**src/rtl/acesso_pkg.sv**
```systemverilog
// Shared types and constants for the access gatekeeper: FSM state encoding,
// resource range and the reserved invalid resource id.
package acesso_pkg;

   typedef enum logic [2:0] {
      StIdle,
      StCheck,
      StGrant,
      StDeny,
      StLocked
   } state_e;

   localparam int unsigned RESOURCE_COUNT = 7;
   localparam logic [2:0]  INVALID_ID     = 3'd7;

   function automatic int unsigned max_cycles(input int unsigned a, input int unsigned b);
      return (a > b) ? a : b;
   endfunction

endpackage

```
**src/rtl/contador_tempo.sv**
```systemverilog
// Loadable down-counter with synchronous reset; done is high while the count sits at zero.
// Loaded with N-1 so that a state waiting on done lasts exactly N cycles.
module contador_tempo #(
   parameter int unsigned Width = 8
) (
   input  logic             clk,
   input  logic             rst,
   input  logic             load,
   input  logic [Width-1:0] load_value,
   output logic             done
);

   logic [Width-1:0] count_q, count_d;

   always_comb begin
      count_d = count_q;
      if (load) begin
         count_d = load_value;
      end else if (count_q != '0) begin
         count_d = count_q - 1'b1;
      end
   end

   always_ff @(posedge clk) begin
      if (rst) begin
         count_q <= '0;
      end else begin
         count_q <= count_d;
      end
   end

   assign done = (count_q == '0);

endmodule

```
**src/rtl/controle_acesso.sv**
```systemverilog
// Access gatekeeper: checks a snapshotted permission bit per accepted request and answers with
// a timed grant, a one-cycle deny or a timed lockout. AUDIT_COUNT_EN adds saturating counters.
module controle_acesso
   import acesso_pkg::*;
#(
   parameter int unsigned GRANT_CYCLES = 8,
   parameter int unsigned MAX_FAILS    = 3,
   parameter int unsigned LOCK_CYCLES  = 16
) (
   input  logic                      clk,
   input  logic                      rst,
   input  logic [RESOURCE_COUNT-1:0] perm,
   input  logic                      req_valid,
   input  logic [2:0]                req_id,
   output logic                      req_ready,
   output logic                      grant,
   output logic                      deny,
   output logic                      locked,
`ifdef AUDIT_COUNT_EN
   output logic [7:0]                grant_count,
   output logic [7:0]                deny_count,
`endif
   output logic [2:0]                resource
);

   localparam int unsigned CntMax = max_cycles(GRANT_CYCLES, LOCK_CYCLES);
   localparam int unsigned CntW   = (CntMax > 1) ? $clog2(CntMax) : 1;
   localparam int unsigned FailW  = $clog2(MAX_FAILS + 1);

   state_e                    state_q, state_d;
   logic [FailW-1:0]          fail_q, fail_d;
   logic [RESOURCE_COUNT:0]   perm_snap_q;
   logic [2:0]                resource_q;
   logic                      grant_q, deny_q, locked_q;
   logic                      accept;
   logic                      pass;
   logic                      cnt_load;
   logic [CntW-1:0]           cnt_value;
   logic                      cnt_done;

   // Top snapshot bit is tied low so the invalid id always fails without an out-of-range select.
   assign pass = (resource_q != INVALID_ID) && perm_snap_q[resource_q];

   always_comb begin
      state_d   = state_q;
      fail_d    = fail_q;
      accept    = 1'b0;
      cnt_load  = 1'b0;
      cnt_value = '0;
      unique case (state_q)
         StIdle: begin
            if (req_valid) begin
               accept  = 1'b1;
               state_d = StCheck;
            end
         end
         StCheck: begin
            if (pass) begin
               fail_d    = '0;
               state_d   = StGrant;
               cnt_load  = 1'b1;
               cnt_value = CntW'(GRANT_CYCLES - 1);
            end else if (int'(fail_q) + 1 < int'(MAX_FAILS)) begin
               fail_d  = fail_q + 1'b1;
               state_d = StDeny;
            end else begin
               state_d   = StLocked;
               cnt_load  = 1'b1;
               cnt_value = CntW'(LOCK_CYCLES - 1);
            end
         end
         StGrant: begin
            if (cnt_done) begin
               state_d = StIdle;
            end
         end
         StDeny: begin
            state_d = StIdle;
         end
         StLocked: begin
            if (cnt_done) begin
               fail_d  = '0;
               state_d = StIdle;
            end
         end
         default: begin
            state_d = StIdle;
         end
      endcase
   end

   always_ff @(posedge clk) begin
      if (rst) begin
         state_q     <= StIdle;
         fail_q      <= '0;
         perm_snap_q <= '0;
         resource_q  <= '0;
         grant_q     <= 1'b0;
         deny_q      <= 1'b0;
         locked_q    <= 1'b0;
      end else begin
         state_q  <= state_d;
         fail_q   <= fail_d;
         grant_q  <= (state_d == StGrant);
         deny_q   <= (state_d == StDeny);
         locked_q <= (state_d == StLocked);
         if (accept) begin
            resource_q  <= req_id;
            perm_snap_q <= {1'b0, perm};
         end
      end
   end

   contador_tempo #(
      .Width (CntW)
   ) u_contador_tempo (
      .clk        (clk),
      .rst        (rst),
      .load       (cnt_load),
      .load_value (cnt_value),
      .done       (cnt_done)
   );

`ifdef AUDIT_COUNT_EN
   logic [7:0] grant_cnt_q, deny_cnt_q;

   always_ff @(posedge clk) begin
      if (rst) begin
         grant_cnt_q <= '0;
         deny_cnt_q  <= '0;
      end else if (state_q == StCheck) begin
         if (state_d == StGrant) begin
            if (grant_cnt_q != 8'hFF) grant_cnt_q <= grant_cnt_q + 1'b1;
         end else begin
            if (deny_cnt_q != 8'hFF) deny_cnt_q <= deny_cnt_q + 1'b1;
         end
      end
   end

   assign grant_count = grant_cnt_q;
   assign deny_count  = deny_cnt_q;
`endif

   assign req_ready = (state_q == StIdle);
   assign grant     = grant_q;
   assign deny      = deny_q;
   assign locked    = locked_q;
   assign resource  = resource_q;

   a_outputs_exclusive : assert property (@(posedge clk) disable iff (rst)
      $onehot0({grant_q, deny_q, locked_q}));

   a_fail_bounded : assert property (@(posedge clk) disable iff (rst)
      (state_q == StIdle) |-> (int'(fail_q) < int'(MAX_FAILS)));

endmodule

```
**config.mk**
```make
export PLATFORM = sky130hd
export DESIGN_NAME = controle_acesso
export DESIGN_NICKNAME = d
export VERILOG_FILES = /design/src/rtl/acesso_pkg.sv /design/src/rtl/contador_tempo.sv /design/src/rtl/controle_acesso.sv
export SDC_FILE = /design/constraint.sdc
export NUM_CORES = 1
export LEC_CHECK = 0
export BUFFER_PORTS_ARGS = -buffer_cell sky130_fd_sc_hd__buf_2
export CORE_UTILIZATION = 53
export CTS_BUF_LIST = sky130_fd_sc_hd__clkbuf_16
export DETAILED_ROUTE_END_ITERATION = 10
export PLACE_DENSITY = 0.8
export SLEW_MARGIN = 20
export SYNTH_ARGS = -nofsm -noshare
export SYNTH_HDL_FRONTEND = slang
export SYNTH_SLANG_ARGS = --single-unit
```
**constraint.sdc**
```tcl
create_clock -name clk -period 2.5 [get_ports clk]
set_input_delay 0.5 -clock clk [delete_from_list [all_inputs] [get_ports clk]]
set_output_delay 0.5 -clock clk [all_outputs]
set_load 0.05 [all_outputs]
```
==> results of run 1 <==
worst max-delay path: stages (launching register included):
cell and delay [ns]:
dfxtp_1 0.55, mux2_1 0.37, mux4_2 0.51, o21ai_0 0.36
a21oi_1 0.12
routing by layer:
layer / wire [microns] / global-route usage [%] / up-vias / share of wire (%)
li1: - / - / 449 / -
met1: 897 / 26.6 / 444 / 42
met2: 1120 / 40.3 / 28 / 53
met3: 74 / 3.92 / 8 / 3.5
met4: 40 / 12.9 / 0 / 1.9
met5: 0 / 0 / - / 0
cells in the final DEF (no fill, tap or decap):
cell type  instances
o21ai_0            4
and2_4             1
or3_1              1
a32oi_1            1
nand3b_1           1
ha_1               3
mux4_2             2
a31oi_1            1
nand2b_1           1
nor2_1             4
clkinv_1           1
and4bb_1           1
nor3_1             5
nand3_1            1
mux2_1             3
clkbuf_16          3
nor2b_1            5
mux2_2             2
and2_1             1
inv_1              3
nor3b_1            2
a22oi_1            1
a21oi_1           15
buf_2             19
mux2i_1            3
dfxtp_1           22
or2_2              1
a221oi_1           1
a211oi_1           3
nand2_1           24
xnor2_1            1
kinds of logic (layout without fill, tap and decap cells):
logic type,after synthesis,count (layout)
simple gates,48,48
compound gates,26,26
flops,22,22
mux,10,10
buf+inv,9,26
fa+ha+maj,3,3
xor+xnor,1,1
metrics by stage:
step | instances | total power (uW) | hold WS [ns]
floorplan | 119 | 732 | 0.444
detailed placement | 157 | 802 | 0.467
global route | 161 | 1190 | 0.496
CTS | 161 | 1140 | 0.475
global placement | 157 | 788 | 0.460
finish | 161 | 1130 | 0.476
cell type report:
cell class / instances / area share (%)
inverters: 3 / 0.924
repair buffers: 19 / 7.80
multi-input cells: 88 / 46.1
flip-flops and latches: 22 / 36.1
clock inverters: 1 / 0.308
well taps: 25 / 2.57
clock buffers: 3 / 6.16
sequential cells by signal, summed over array words and instances, names as in the netlist:
register	cells
deny	1
state_q	3
locked	1
grant	1
fail_q	2
resource	3
perm_snap_q	7
u_contador_tempo.count_q	4
report_power, final:
group	internal [uW]	switching, uW
Clock	213	117
Combinational	150	203
Sequential	404	44.2
how the worst max path moves through the flow:
stage / start / depth (start not counted) / to
floorplan: state_q[2]$_SDFF_PP0_ / 6 / perm_snap_q[4]$_SDFFE_PP0P_
CTS: resource[2]$_SDFFE_PP0P_ / 4 / u_contador_tempo.count_q[1]$_SDFFE_PP0P_
global placement: resource[2]$_SDFFE_PP0P_ / 4 / u_contador_tempo.count_q[2]$_SDFFE_PP0P_
detailed placement: resource[2]$_SDFFE_PP0P_ / 4 / u_contador_tempo.count_q[2]$_SDFFE_PP0P_
global route: resource[2]$_SDFFE_PP0P_ / 4 / u_contador_tempo.count_q[1]$_SDFFE_PP0P_
finish: resource[2]$_SDFFE_PP0P_ / 4 / u_contador_tempo.count_q[1]$_SDFFE_PP0P_
==> results.cfg, run 1 <==
[yosys]
yosysMostFrequentCell = nand2_1
synthMuxAreaShare_pct = 12.6
synth_warnings = 0
synth_xor_area_share_pct = 0.839
synth_seq_cells = 22
synthTopCellsByArea = dfxtp_1 (42%), nand2_1 (8.6%), a21oi_1 (7.2%), mux4_2 (4.3%), ha_1 (3.6%)
synth_adder_area_share_pct = 3.60
synth_compound_area_share_pct = 14.3
synth_top_family_by_area = simple AND/OR/NAND/NOR gates
synth_top_area_share_pct = 42.2
ys_types = 30
syn-num-nets = 135
synth_edf_count = 0
syn_area_sq_um = 1040
synth.top_cells.by_count = nand2_1 (24), dfxtp_1 (22), a21oi_1 (15)
synthArstFlopShare_pct = 0
synthSimpleGateAreaFrac_pct = 22.5
yosys.area.top_type = dfxtp_1
avgSynthCellArea_sq_um = 8.77
synthFlopType = dfxtp_1
yosysSeqAreaShare_pct = 42.2
syn_inst = 119

[final_layout]
fin_util_pct = 68.4
multi_input_area_sq_um = 562
fillers = 161
stdcell_area_sq_um = 1220
drive_gt1_share_pct = 20.6
layout.area.seq_sq_um = 440
syn2layout_area_growth_pct = 16.8
nets = 153
diodes = 0

[floorplan]
ios = 20
die_area_sq_um = 2150
initial_core_util_pct = 58.5
rows = 15
core-area_sq_um = 1780
die_h_microns = 46.4
die_w_microns = 46.4

[route]
drc = 0
avgViaCountPerCell = 5.77
ant_nets = 0
vias = 929
initialDrtViolationCount = 36
post_drt_wl_per_cell_microns = 13.3
dr.pass1.iters = 4
wl_microns = 2140

[grt]
antenna_found_initial = 0
grt_pass1_vias = 832
gr-total-overflow = 0
track_usage_pct = 23.3
grt_pass1_wl_microns = 3560
grt_max_degree = 23

[placed_design]
post_dp_cell_area_sq_um = 1140
io_buffer_count = 19
pre_cts_ws_ns = 0.520
dp_hpwl_microns = 1490
place.gp.congestion = 0.863

[sta]
fin_crit_sh_pct = 81.8
fin_skew_ns = 0.00214
slew_violations = 0
fmax_ghz = 0.489
rsz0062_at_grt = false
fin_ws_ns = 0.456
hold_violations = 0
tightest_slew_ns = 0.673
finalSetupViolations = 0
slew_headroom_pct = 55.1
period_needed_ns = 2.04
tns_ns = 0

[cts]
cts_tree = yes
cts_max_level = 1
clk_latency_ns = 0.25
cts-buffers-inserted = 3
clock_path_buffers = 2
post_cts_resized = 0
cts_root_buffer = clkbuf_16
clk_pin_slew_worst_paths_ns = 0.06
cts_sinks = 22
cts_setup_buffers = 0
hold_buffers = 0

[run_status]
run_status = finished, final reports clean

[hold_path]
hold_path.class = flip-flop to flip-flop
min_to = perm_snap_q[5]$_SDFFE_PP0P_
hold_start = perm_snap_q[5]$_SDFFE_PP0P_
hold_depth = 2

[worst_setup_path]
arrival_ns = 2.16
worstReg2RegEnd = u_contador_tempo.count_q[1]$_SDFFE_PP0P_
worstRegToRegCells = 4
worstSetupPathType = flip-flop to flip-flop
crit_required_ns = 2.62
start_kind = flip-flop
r2r_start = resource[2]$_SDFFE_PP0P_
cp_max_fo = 10
r2r_slack_ns = 0.46
critPathCaptureType = flip-flop

[power_and_ir_drop]
p_leak_uw = 0.000494
p_per_area_nw_per_um2 = 928
ir_drop_uv = 581

[flow_run]
drv_cap = 0
Note: power is estimated with default switching activity, not from simulation.
==> run 2: changes to the inputs <==
- CORE_UTILIZATION: 53 -> 48
- PLACE_DENSITY: 0.8 -> 0.77
- clock period: 2.5 -> 1.7 ns (I/O delays scaled with it)
==> results.cfg, run 2 (same netlist as run 1, synthesis figures left out) <==
[final_layout]
largest_register_ffs = 7
syn2layout_area_growth_pct = 26.3
final_common_cell = nand2_1
diodes = 0
top_regs = perm_snap_q (7), u_contador_tempo.count_q (4)
stdcell_area_sq_um = 1320
largest_register = perm_snap_q
drive_gt1_share_pct = 29.3
nets = 157
final_cell_mix = nand2_1 (24), dfxtp_1 (21), buf_2 (19)

[cts]
clk_pin_slew_worst_paths_ns = 0.06
cts_root_buffer = clkbuf_16
cts_tree = yes
clock_path_buffers = 2
cts_max_level = 1
cts-buffers-inserted = 3
clk_latency_ns = 0.25
cts_sinks = 22

[worst_setup_path]
cp_num_cells = 4
crit_required_ns = 1.89
critPathCaptureType = flip-flop
worstRegToRegCells = 4
path_delay_family = multiplexers
cp_slowest_cell = mux4_2
cp-startpoint = resource[2]$_SDFFE_PP0P_
crit_end = fail_q[0]$_SDFFE_PP0P_
worstReg2RegEnd = fail_q[0]$_SDFFE_PP0P_
cp_num_buf_inv = 0
arrival_ns = 1.88
cpPeakStageDelay_ns = 0.51
r2r_slack_ns = 0.009
r2r_start = resource[2]$_SDFFE_PP0P_
cp_max_fo = 6
worstSetupPathType = flip-flop to flip-flop
start_kind = flip-flop
crit_chain = mux2_4, mux4_2, and2_4, and4bb_1

[power_and_ir_drop]
ir_drop_uv = 898
p_per_area_nw_per_um2 = 1440
p_leak_uw = 0.000538

[sta]
rsz0062_at_grt = true
fin_crit_sh_pct = 99.5
fin_skew_ns = 0.00328
fmax_ghz = 0.591
slew_headroom_pct = 72.3
finalSetupViolations = 0
whs_ns = 0.322
slew_violations = 0
hold_violations = 0
period_needed_ns = 1.69
tightest_slew_ns = 0.415

[grt]
antenna_found_initial = 0
grt_max_degree = 23
gr-total-overflow = 0
track_usage_pct = 20.8
grt_pass1_vias = 898
grt_pass1_wl_microns = 3820

[placed_design]
dp_hpwl_microns = 1560
place.gp.congestion = 0.884
post_dp_cell_area_sq_um = 1190
io_buffer_count = 19

[route]
vias = 906
post_drt_wl_per_cell_microns = 13.0
dr.pass1.iters = 4
drc = 0
initialDrtViolationCount = 13
wl_microns = 2180
ant_nets = 0
avgViaCountPerCell = 5.43

[run_status]
run_status = finished, final reports clean

[floorplan]
initial_core_util_pct = 52.1
die_w_microns = 48.6
rows = 16
core-area_sq_um = 2000
die_area_sq_um = 2360
die_h_microns = 48.6
ios = 20

[flow_run]
drv_cap = 0

[hold_path]
hold_path.class = primary input to flip-flop
[run 2: cell count changes in the layout (fill, tap and decap cells not counted), moves of 2 or more]
cell | previous run | this run
buf_4 | 0 | 4
mux2_1 | 3 | 0
mux2_4 | 0 | 3
nor3_1 | 5 | 3
[run 2: timing repair]
| action | 4_1_cts | 5_1_grt |
|---|---|---|
| buffers inserted | 0 | 1 |
| hold buffers | 0 | 0 |
| endpoints found under the setup margin | 5 | 7 |
| gates resized for setup | 3 | 0 |
| pin swaps | 1 | 0 |
[run 2: where the power goes]
group	internal (uW)	total, uW	switching [uW]
Combinational	268	577	309
Clock	467	649	182
Sequential	595	665	70.0
[run 2: worst min path at each step]
| stage | startpoint | end | cells after the start |
|---|---|---|---|
| floorplan | rst | u_contador_tempo.count_q[3]$_SDFFE_PP0P_ | 1 |
| global placement | perm_snap_q[3]$_SDFFE_PP0P_ | perm_snap_q[3]$_SDFFE_PP0P_ | 2 |
| detailed placement | perm_snap_q[2]$_SDFFE_PP0P_ | perm_snap_q[2]$_SDFFE_PP0P_ | 2 |
| CTS | req_id[1] | resource[1]$_SDFFE_PP0P_ | 3 |
| global route | req_id[1] | resource[1]$_SDFFE_PP0P_ | 3 |
| finish | req_id[1] | resource[1]$_SDFFE_PP0P_ | 3 |
[run 2: per-layer routing]
| metal | GRT usage, % | vias to the layer above | wire length, microns |
|---|---|---|---|
| met2 | 36.1 | 22 | 1100 |
| met3 | 5.03 | 6 | 70 |
| met1 | 24.6 | 424 | 967 |
| met4 | 8.33 | 0 | 36 |
| li1 | - | 454 | - |
| met5 | 0 | - | 0 |
[run 2: worst register-to-register path, cell delays in order (launching register included)]
cell and delay, ns:
dfxtp_4 0.38, mux2_4 0.30, mux4_2 0.52, and2_4 0.20
and4bb_1 0.23
[run 2: area by class of cell]
cell class / instances / area, sq um
multi-input combinational: 88 / 598
timing repair buffer: 23 / 125
clock buffer: 3 / 75.1
tap: 27 / 33.8
inverter: 3 / 11.3
sequential: 22 / 444
clock inverter: 1 / 30.0
fill: 175 / 684
[run 2: per-stage QoR]
stage | cells | power [uW] | setup WS (ns) | utilization (%) | TNS (ns)
after floorplan | 119 | 1090 | -0.119 | - | -0.526
after global placement | 162 | 1220 | 0.0595 | 59.5 | 0
after detailed placement | 162 | 1240 | -0.00691 | 59.5 | -0.00691
after CTS | 166 | 1900 | -0.0123 | 65.4 | -0.0123
after global routing | 167 | 2000 | -0.0427 | 65.8 | -0.0533
final | 167 | 1890 | 0.00931 | 65.8 | 0
==> run 3: changes to the inputs <==
--- a/config.mk
+++ b/config.mk
@@ -7,3 +7,4 @@
 export LEC_CHECK = 0
-export BUFFER_PORTS_ARGS = -buffer_cell sky130_fd_sc_hd__buf_2
+export BUFFER_PORTS_ARGS = -buffer_cell sky130_fd_sc_hd__buf_4
+export CORE_MARGIN = 1.5
 export CORE_UTILIZATION = 48
==> constraint.sdc (replaced) <==
create_clock -name clk -period 1.7 [get_ports clk]
set_input_delay 0.255 -clock clk [delete_from_list [all_inputs] [get_ports clk]]
set_output_delay 0.255 -clock clk [all_outputs]
set_load 0.05 [all_outputs]
==> results.cfg, run 3 (same netlist as run 1, synthesis figures left out) <==
[grt]
track_usage_pct = 20.2
grt_pass1_wl_microns = 3840
grt_pass1_vias = 882
antenna_found_initial = 0
grt_max_degree = 23
gr-total-overflow = 0

[cts]
cts_tree = yes
cts_sinks = 22
cts_root_buffer = clkbuf_16
clock_path_buffers = 2
clk_pin_slew_worst_paths_ns = 0.06
clk_latency_ns = 0.26
cts-buffers-inserted = 3
hold_buffers = 0
cts_max_level = 1

[floorplan]
die_h_microns = 49.6
core-area_sq_um = 2000
ios = 20
initial_core_util_pct = 52.1
die_area_sq_um = 2460
die_w_microns = 49.6
rows = 16

[run_status]
run_status = finished, violations left
failed_checks = setup timing

[final_layout]
drive_gt1_share_pct = 29.8
largest_register = perm_snap_q
finalNonFillerCells = 168
fillers = 161
final_cell_mix = nand2_1 (24), buf_4 (24), dfxtp_1 (21)
nets = 158
diodes = 0
largest_register_ffs = 7
top_regs = perm_snap_q (7), u_contador_tempo.count_q (4)
syn2layout_area_growth_pct = 29.3
stdcell_area_sq_um = 1350
fin_util_pct = 67.4

[worst_setup_path]
worstSetupPathType = flip-flop to flip-flop
worstReg2RegEnd = fail_q[0]$_SDFFE_PP0P_
worstRegToRegCells = 4
r2r_start = resource[2]$_SDFFE_PP0P_
arrival_ns = 1.91
cp_max_fo = 6
r2r_slack_ns = -0.007
crit_required_ns = 1.90
start_kind = flip-flop
critPathCaptureType = flip-flop
cp-startpoint = resource[2]$_SDFFE_PP0P_
crit_end = fail_q[0]$_SDFFE_PP0P_

[power_and_ir_drop]
p_per_area_nw_per_um2 = 1320
ir_drop_uv = 698
power_uw = 1770
p_leak_uw = 0.000543

[route]
avgViaCountPerCell = 5.41
wl_microns = 2230
wl_met2_microns = 1130
ant_nets = 0
post_drt_wl_per_cell_microns = 13.3
dr.pass1.iters = 4
initialDrtViolationCount = 14
wl_met3_microns = 87
drc = 0
dr.max_layer_used = met4
vias = 909
drt-met1-wl_microns = 974

[placed_design]
place.gp.congestion = 0.837
dp_hpwl_microns = 1500
placed_cells = 162
post_dp_cell_area_sq_um = 1240
io_buffer_count = 19

[sta]
finalSetupViolations = 1
fin_skew_ns = 0.00370
fin_crit_sh_pct = 100
fin_ws_ns = -0.00672
hold_violations = 0
rsz0062_at_grt = true
tightest_slew_ns = 0.393
slew_violations = 0
fmax_ghz = 0.586
period_needed_ns = 1.71
slew_headroom_pct = 73.7

[hold_path]
hold_path.class = primary input to flip-flop

[flow_run]
drv_cap = 0
==> run 3: metrics by stage <==
step                setup slack, ns  hold slack (ns)  setup TNS, ns
finish                     -0.00672            0.242       -0.00672
global route                -0.0522            0.263         -0.101
CTS                          0.0116            0.240              0
detailed placement          0.00818            0.471              0
global placement             0.0594            0.461              0
floorplan                    -0.119            0.333         -0.526
==> run 3: area by class of cell <==
cell class                      instances  area, sq um  share of cell area (%)
Inverter                                3         11.3                   0.835
Timing Repair Buffer                   24          180                    13.4
Multi-Input combinational cell         88          601                    44.5
Clock buffer                            3         75.1                    5.57
Tap cell                               27         33.8                    2.50
Sequential cell                        22          444                    32.9
Clock inverter                          1         3.75                   0.278
==> run 3: worst max-delay path, cell delays in order, from the launching register on <==
cell	delay, ns
dfxtp_4	0.39
mux2_4	0.30
mux4_2	0.52
and2_4	0.21
and4bb_1	0.23
==> run 3: report_power, final <==
group / total, uW / switching, uW / internal [uW]
Sequential: 665 / 70.3 / 595
Combinational: 610 / 319 / 291
Clock: 499 / 185 / 314
==> run 3: worst min path at each step <==
stage | slack [ns] | cells past startpoint | to | start
after floorplan | 0.33 | 1 | u_contador_tempo.count_q[3]$_SDFFE_PP0P_ | rst
after global placement | 0.46 | 2 | perm_snap_q[3]$_SDFFE_PP0P_ | perm_snap_q[3]$_SDFFE_PP0P_
after detailed placement | 0.47 | 2 | perm_snap_q[6]$_SDFFE_PP0P_ | perm_snap_q[6]$_SDFFE_PP0P_
after CTS | 0.24 | 3 | perm_snap_q[0]$_SDFFE_PP0P_ | perm[0]
after global routing | 0.26 | 3 | resource[1]$_SDFFE_PP0P_ | req_id[1]
final | 0.24 | 3 | perm_snap_q[0]$_SDFFE_PP0P_ | perm[0]
==> run 3: routing by layer <==
| metal | up-vias | global-route usage (%) |
|---|---|---|
| met5 | - | 0 |
| met1 | 420 | 25.2 |
| li1 | 460 | - |
| met2 | 24 | 33.6 |
| met4 | 0 | 9.26 |
| met3 | 5 | 3.94 |
==> run 3: what timing repair did <==
item | CTS | global route
resized for setup | 0 | 5
buffers inserted | 2 | 0
endpoints found under the setup margin | 1 | 7
